<file path="config.mk">
export PLATFORM = sky130hd
export DESIGN_NAME = tt_um_pc_sequencer
export DESIGN_NICKNAME = d
export VERILOG_FILES = /design/src/rtl/tt_um_pc_sequencer.sv
export SDC_FILE = /design/constraint.sdc
export NUM_CORES = 1
export LEC_CHECK = 0
export BUFFER_PORTS_ARGS = -buffer_cell sky130_fd_sc_hd__buf_4
export CAP_MARGIN = 20
export CORE_ASPECT_RATIO = 0.6
export CORE_MARGIN = 2
export CORE_UTILIZATION = 50
export CTS_CLUSTER_SIZE = 40
export DETAILED_ROUTE_END_ITERATION = 8
export PLACE_DENSITY_LB_ADDON = 0.1
export SETUP_SLACK_MARGIN = 0.1
export SYNTH_ARGS = -nofsm -noshare
export SYNTH_HDL_FRONTEND = slang
export SYNTH_SLANG_ARGS = --single-unit
export TNS_END_PERCENT = 50
</file>
<file path="constraint.sdc">
create_clock -name clk -period 3.7 [get_ports clk]
set_input_delay 0.185 -clock clk [delete_from_list [all_inputs] [get_ports clk]]
set_output_delay 0.185 -clock clk [all_outputs]
set_load 0.05 [all_outputs]
</file>
<file path="src/rtl/tt_um_pc_sequencer.sv">
// Microsequencer driving the en/load/oe control pins of an 8-bit loadable PC tile.
// Optional single-step FETCH enabled by defining SEQ_STEP_EN.
module tt_um_pc_sequencer (
  input  logic       clk,
  input  logic       rst_n,
  input  logic       ena,
  input  logic [7:0] ui_in,
  input  logic [7:0] uio_in,
  output logic [7:0] uo_out,
  output logic [7:0] uio_out,
  output logic [7:0] uio_oe
);

  localparam int unsigned PC_W  = 8;
  localparam int unsigned CNT_W = 6;

  localparam logic [1:0] OP_NOP  = 2'b00;
  localparam logic [1:0] OP_JMP  = 2'b01;
  localparam logic [1:0] OP_JC   = 2'b10;
  localparam logic [1:0] OP_HALT = 2'b11;

  typedef enum logic [2:0] {
    S_IDLE, S_FETCH, S_WAIT, S_OPADV, S_OPER, S_LOAD, S_ADV, S_HALT
  } state_t;

  state_t             r_state;
  logic [PC_W-1:0]    r_instr;
  logic [PC_W-1:0]    r_target;
  logic [CNT_W-1:0]   r_wait;
  logic [PC_W-1:0]    r_pc;
  logic [PC_W-1:0]    r_uo_out;
  logic               r_pc_oe;
  logic               r_pc_load;
  logic               r_pc_en;
  logic               r_halted;

  state_t             w_next;
  logic [PC_W-1:0]    w_pc_nxt;
  logic               w_cond;
  logic               w_start;
  logic               w_step;
  logic               w_unused;

  assign w_cond  = uio_in[0];
  assign w_start = uio_in[1];

`ifdef SEQ_STEP_EN
  assign w_step   = uio_in[2];
  assign w_unused = &{1'b0, ena, uio_in[7:3], r_instr[5:0]};
`else
  assign w_step   = 1'b1;
  assign w_unused = &{1'b0, ena, uio_in[7:2], r_instr[5:0]};
`endif

  // Next-state rule; OPER only ever sees JMP or JC in the instruction register
  function automatic state_t f_next(input state_t st, input logic [7:0] byte_in,
                                    input logic [1:0] op, input logic [CNT_W-1:0] wait_cnt,
                                    input logic start, input logic step, input logic cond);
    state_t nxt;
    nxt = st;
    case (st)
      S_IDLE:  nxt = start ? S_FETCH : S_IDLE;
      S_FETCH: begin
        if (!step) begin
          nxt = S_FETCH;
        end else begin
          case (byte_in[7:6])
            OP_NOP:  nxt = (byte_in[5:0] == 6'd0) ? S_ADV : S_WAIT;
            OP_JMP:  nxt = S_OPADV;
            OP_JC:   nxt = S_OPADV;
            OP_HALT: nxt = S_HALT;
            default: nxt = S_HALT;
          endcase
        end
      end
      S_WAIT:  nxt = (wait_cnt <= CNT_W'(1)) ? S_ADV : S_WAIT;
      S_OPADV: nxt = S_OPER;
      S_OPER:  nxt = ((op == OP_JMP) || cond) ? S_LOAD : S_ADV;
      S_LOAD:  nxt = S_FETCH;
      S_ADV:   nxt = S_FETCH;
      S_HALT:  nxt = S_HALT;
      default: nxt = S_IDLE;
    endcase
    return nxt;
  endfunction

  assign w_next = f_next(r_state, ui_in, r_instr[7:6], r_wait, w_start, w_step, w_cond);

  // Shadow PC follows the strobes currently on the pins
  assign w_pc_nxt = r_pc_load ? r_target :
                    r_pc_en   ? r_pc + PC_W'(1) : r_pc;

  // State, datapath and Moore strobes registered from the next state
  always_ff @(posedge clk or negedge rst_n) begin
    if (!rst_n) begin
      r_state   <= S_IDLE;
      r_instr   <= '0;
      r_target  <= '0;
      r_wait    <= '0;
      r_pc      <= '0;
      r_uo_out  <= '0;
      r_pc_oe   <= 1'b0;
      r_pc_load <= 1'b0;
      r_pc_en   <= 1'b0;
      r_halted  <= 1'b0;
    end else begin
      r_state <= w_next;
      if ((r_state == S_FETCH) && w_step) begin
        r_instr <= ui_in;
        r_wait  <= ui_in[CNT_W-1:0];
      end else if (r_state == S_WAIT) begin
        r_wait <= r_wait - CNT_W'(1);
      end
      if (r_state == S_OPER) begin
        r_target <= ui_in;
      end
      r_pc      <= w_pc_nxt;
      r_uo_out  <= (w_next == S_LOAD) ? ui_in : w_pc_nxt;
      r_pc_oe   <= (w_next == S_FETCH) || (w_next == S_OPER);
      r_pc_load <= (w_next == S_LOAD);
      r_pc_en   <= (w_next == S_OPADV) || (w_next == S_ADV);
      r_halted  <= (w_next == S_HALT);
    end
  end

  assign uo_out  = r_uo_out;
  assign uio_out = {r_pc_oe, r_pc_load, r_pc_en, r_halted, 4'h0};
  assign uio_oe  = 8'hF0;

endmodule

</file>
* Word-level counts from Yosys, hierarchy flattened
Index checks and enable logic that the tools add are counted.
Word-level totals: register bits after elaboration 45, input port bits 19, output and inout port bits 24, word-level logic and storage cells 50
Operators by class: add/subtract/negate cells 2, magnitude comparators 1, equality and inequality tests 17, multiplexer cells 11, reductions and logical operators 9
Operator list (count):
- $eq 3x3->1 const B | 8
- $mux 8 | 3
- $pmux 3 s7 | 1
- $mux 6 | 2
- $eq 3x2->1 const B | 3
- $pmux 3 s3 | 1
- $add 8x1->8 const B | 1
- $eq 3x1->1 const B | 2
- $le 6x1->1 const B | 1
- $logic_not 6->1 | 1
- $mux 3 | 2
- $sub 6x1->6 const B | 1
- $eq 2x1->1 const B | 2
- $eq 2x2->1 const B | 2
- $reduce_or 2->1 | 2
- $logic_not 3->1 | 1
- $logic_or 1x1->1 | 3
- $logic_not 2->1 | 1
- $mux 2 | 1
- $reduce_bool 2->1 | 1
- $mux 1 | 1

* Depth between registers and ports, before layout
depth in word-level cells 6, depth in mapped cells 6

* Worst setup path after synthesis
No wires, ideal clock.
path kind flip-flop to flip-flop, from reg r_state[0], to reg r_pc_en, setup time 0.135 ns, data arrival time 1.463 ns, required time 3.565 ns, slack 2.102 ns, cell stages (with the launch flop) 7, buffers on the path 2, period minus slack after synthesis 1.598 ns, cell sequence dfrtp_1 buf_6 or3b_1 buf_6 or3_1 nand4_1 mux2i_1
Between the ends: cells in the longest elaborated chain, start to end 5
Ends and longest elaborated chain:
- start: declaration | line 26 | state_t r_state;
- start signal: assignment | line 107 | r_state <= w_next;
- $eq 3x3->1 | line 61 | case (st)
- $reduce_or 2->1 (no line)
- $pmux 3 s7 (*) | line 61
- $eq 3x2->1 or $eq 3x3->1 (tied branches) | line 121 | r_pc_en <= (w_next == S_OPADV) || (w_next == S_ADV);
- $logic_or 1x1->1 (*) | line 121
- end signal: assignment | line 121
- end: declaration | line 34 | logic r_pc_en;
Mark *: on every way between the ends. The rest lies on a longest branch, timed or not. A chain may end at the register's enable or synchronous reset.

* Final worst setup path
from reg r_state[2], to reg r_uo_out[6] (netlist: uo_out[6])
Between the ends: cells in the longest elaborated chain, start to end 5
Ends and longest elaborated chain:
- $eq 3x3->1 | line 61
- $reduce_or 2->1 (no line)
- $pmux 3 s7 (*) | line 61
- $eq 3x3->1 (*) | line 118 | r_uo_out <= (w_next == S_LOAD) ? ui_in : w_pc_nxt;
- $mux 8 (*) | line 118
- end signal: assignment | line 118
- end: declaration | line 31 | logic [PC_W-1:0] r_uo_out;
Marks and branches as above.

==> results_tabular.tex <==
\begin{tabular}{lr}
\hline
Metric & Value \\
\hline
\multicolumn{2}{l}{\textbf{GRT}} \\
Antenna violations before repair & 0 \\
Pin count of the biggest net entering global routing & 40 \\
GRT Util Overall & 0.195 \\
Number of global-route vias before repair & 1,432 \\
Remaining global-route overflow & 0 \\
Global-route wire length before repair & approximately 6800 um \\
\multicolumn{2}{l}{\textbf{Worst setup path}} \\
Largest driver fanout on the critical path & 11 \\
Setup slack, reg-to-reg & 1.53 ns \\
Endpoint arrival time on the critical path & 2.34 ns \\
Cell type of the slowest stage on the worst timing path & sky130\_fd\_sc\_hd\_\_dfrtp\_1 \\
Critical path type & reg2reg \\
Type of destination of the critical path & flop \\
Slowest Stage Delay on Critical Path & 0.62 ns \\
Cell class contributing the biggest share of worst-path delay & flip-flops \\
Required time of the critical path & 3.87 ns \\
Cells traversed along the worst timing path & nor3b\_4, o21a\_1, mux2\_2 \\
Critical path buffers and inverters & 0 \\
Kind of launch point of the worst setup path & flop \\
\multicolumn{2}{l}{\textbf{Synthesis}} \\
Biggest area contributors in the synthesized netlist & sky130\_fd\_sc\_hd\_\_dfrtp\_1, sky130\_fd\_sc\_hd\_\_nand2\_1, sky130\_fd\_sc\_hd\_\_buf\_4 \\
Cell area after synthesis & around 2100 um\^{}2 \\
Fraction of the yosys area taken by sequential cells & 0.469 \\
Post-synth EDFFs & 0 \\
Dominant register cell in the synthesized netlist & sky130\_fd\_sc\_hd\_\_dfrtp\_1 \\
Cell taking the most area after synthesis & sky130\_fd\_sc\_hd\_\_dfrtp\_1 \\
Post-synthesis sequential element count & 39 \\
Ranking of synthesized cells by instance count & sky130\_fd\_sc\_hd\_\_dfrtp\_1, sky130\_fd\_sc\_hd\_\_nand2\_1, sky130\_fd\_sc\_hd\_\_buf\_4 \\
Cell count after synthesis & 209 \\
Library cell with the highest instance count after synthesis & sky130\_fd\_sc\_hd\_\_dfrtp\_1 \\
Fraction of post-synthesis cell area in the top cell type by area & 0.469 \\
Post-synthesis async set-or-reset flop share & 1.00 \\
Average cell area after synthesis & $\sim$10 um\^{}2 \\
Distinct cell type count after synthesis & 45 \\
Number of synthesis warnings & 0 \\
\multicolumn{2}{l}{\textbf{Worst hold path}} \\
Kind of path behind the tightest hold check & in2reg \\
\multicolumn{2}{l}{\textbf{Floorplanning}} \\
Core outline area & 4050 um\^{}2 \\
Starting density of the core & 0.514 \\
Die outline width & 87.3 um \\
Die outline area & 4710 um\^{}2 \\
Die H & between 50 and 60 um \\
Top Ports & 43 \\
Standard-cell rows & 18 \\
\multicolumn{2}{l}{\textbf{Place}} \\
Worst setup slack after placement & 1.52 ns \\
\# placed instances & 267 \\
Area post-placement & 2160 um\^{}2 \\
Global placer's final weighted congestion & 0.805 \\
Port-buffer cells & 23 \\
Final HPWL DP & 2820 um \\
\multicolumn{2}{l}{\textbf{Cells and area}} \\
Synthesis-to-finish area growth & 9.25\% \\
Antenna diodes & 0 \\
Final non-filler cell area & 2270 um\^{}2 \\
Layout cells sized above 1 & 0.199 \\
Net count, final & between 200 and 250 \\
Final cell count without fillers & 276 \\
Sequential cell area & 976 um\^{}2 \\
Number of fill cells in the layout & 376 \\
Final core utilization & 0.561 \\
Area of the multi-input gates & 923 um\^{}2 \\
\multicolumn{2}{l}{\textbf{Clock tree}} \\
Clk slew on worst S/H paths & about 0.080 ns \\
Max Root-Sink Buffers & 2 \\
Buffer cell driving the clock tree root & sky130\_fd\_sc\_hd\_\_clkbuf\_8 \\
Number of gates resized after CTS & 0 \\
Number of CTS-inserted buffers & 5 \\
H-tree depth reported by CTS & 2 \\
Setup Buffers After CTS & 0 \\
Clock insertion delay at the later pin of the skew report & 0.29 ns \\
Clock sink total & 39 \\
Number of buffers inserted by hold repair at cts & 1 \\
CTS tree & built \\
\multicolumn{2}{l}{\textbf{Power}} \\
Static power due to leakage & 1.02 nW \\
Power density over the cells & 965 nW/um\^{}2 \\
Worst IR Drop VDD & 0.000462 V \\
Total power & 2.20 mW \\
\multicolumn{2}{l}{\textbf{Drt}} \\
Number of remaining DRC errors & 0 \\
Routed Antenna Nets & 0 \\
Final wirelength & 4010 um \\
Detail-routed net length per standard cell & around 15 um \\
Via density per instance & 5.42 \\
Initial drt markers & 72 \\
Number of iterations in the first detailed-routing pass & 5 \\
Overall via count from detail\_route & 1,497 \\
\multicolumn{2}{l}{\textbf{Outcome}} \\
Run status & completed \\
\multicolumn{2}{l}{\textbf{STA}} \\
Layout Skew & 0.00737 ns \\
Relative slew margins & 0.509 \\
Slew @ Worst Pin & between 0.7 and 0.8 ns \\
RSZ-0062 raised after global routing & false \\
Achievable clock frequency & 460 MHz \\
Slew Viols, Final & 0 \\
Final worst-path cycle share & 0.587 \\
Setup violations, final & 0 \\
Final critical delay including setup and external delays & between 2 and 2.5 ns \\
Final Hold Vio Count & 0 \\
Worst Hold Slack & 0.127 ns \\
Post-route setup TNS & 0 ns \\
Worst setup margin & 1.53 ns \\
\multicolumn{2}{l}{\textbf{Job}} \\
Number of maximum-capacitance constraint violations & 0 \\
\hline
\end{tabular}
## registers in the layout, summed over array words and instances (netlist names)
signal,count
uo_out,8
r_halted,1
r_pc_oe,1
r_pc_en,1
r_pc_load,1
r_wait,6
r_target,8
r_instr,2
r_pc,8
r_state,3
## cell families after synthesis
family / count (synthesis) / synth area share
buffers and inverters: 32 / 0.106
other: 2 / 0.00361
adders and majority gates: 3 / 0.0180
DFF: 39 / 0.469
xor gates and xnor gates: 6 / 0.0252
and+or+nand+nor: 73 / 0.182
AOI/OAI and AO/OA: 42 / 0.133
muxes: 12 / 0.0631
## cell type report
class | instances | share of cell area
inverter | 7 | 0.0116
clock inverter | 1 | 0.00330
multi-input combinational | 148 | 0.406
sequential | 39 | 0.429
tap | 50 | 0.0275
clock buffer | 7 | 0.0424
timing repair buffer | 24 | 0.0803
## metal layers
layer,wire (um),track usage,up-vias
met1,2050,0.281,722
met4,29,0.0538,0
met3,199,0.0521,5
met2,1730,0.290,40
met5,0,0,-
li1,-,-,730
## power breakdown
| part | total [mW] | internal (mW) | switching [mW] |
|---|---|---|---|
| Sequential | 0.838 | 0.639 | 0.199 |
| Combinational | 1.04 | 0.406 | 0.637 |
| Clock | 0.314 | 0.170 | 0.145 |
| Total | 2.20 | 1.21 | 0.982 |
## worst reg2reg max path, stage by stage, from the launching register on
cell	delay [ns]
sky130_fd_sc_hd__dfrtp_1	0.62
sky130_fd_sc_hd__nor3b_4	0.52
sky130_fd_sc_hd__o21a_1	0.52
sky130_fd_sc_hd__mux2_2	0.41
## placed cells by master, fill, tap and decap left out, types with 3 or more instances in the layout
cell,n
sky130_fd_sc_hd__dfrtp_1,39
sky130_fd_sc_hd__nand2_1,34
sky130_fd_sc_hd__buf_4,23
sky130_fd_sc_hd__o21ai_0,13
sky130_fd_sc_hd__conb_1,12
sky130_fd_sc_hd__nor2_1,11
sky130_fd_sc_hd__mux2_2,9
sky130_fd_sc_hd__a21oi_1,8
sky130_fd_sc_hd__inv_1,7
sky130_fd_sc_hd__clkbuf_8,7
sky130_fd_sc_hd__xor2_1,4
sky130_fd_sc_hd__nor3b_1,3
sky130_fd_sc_hd__nor4_1,3
sky130_fd_sc_hd__or4_1,3
sky130_fd_sc_hd__nand3_1,3
sky130_fd_sc_hd__nand4_1,3
sky130_fd_sc_hd__mux2i_1,3
sky130_fd_sc_hd__nor3_1,3
sky130_fd_sc_hd__ha_1,3
## worst paths after layout
path | to | startpoint | cells past startpoint
max | uo_out[6]$_DFF_PN0_ | r_state[2]$_DFF_PN0_ | 3
min | r_target[0]$_DFFE_PN0P_ | ui_in[0] | 3
max reg2reg | uo_out[6]$_DFF_PN0_ | r_state[2]$_DFF_PN0_ | 3
min reg2reg | r_target[1]$_DFFE_PN0P_ | r_target[1]$_DFFE_PN0P_ | 2
max in group asynchronous | uo_out[5]$_DFF_PN0_ | rst_n | 2
min in group asynchronous | r_pc_en$_DFF_PN0_ | rst_n | 2
(Power assumes the default switching activity.)
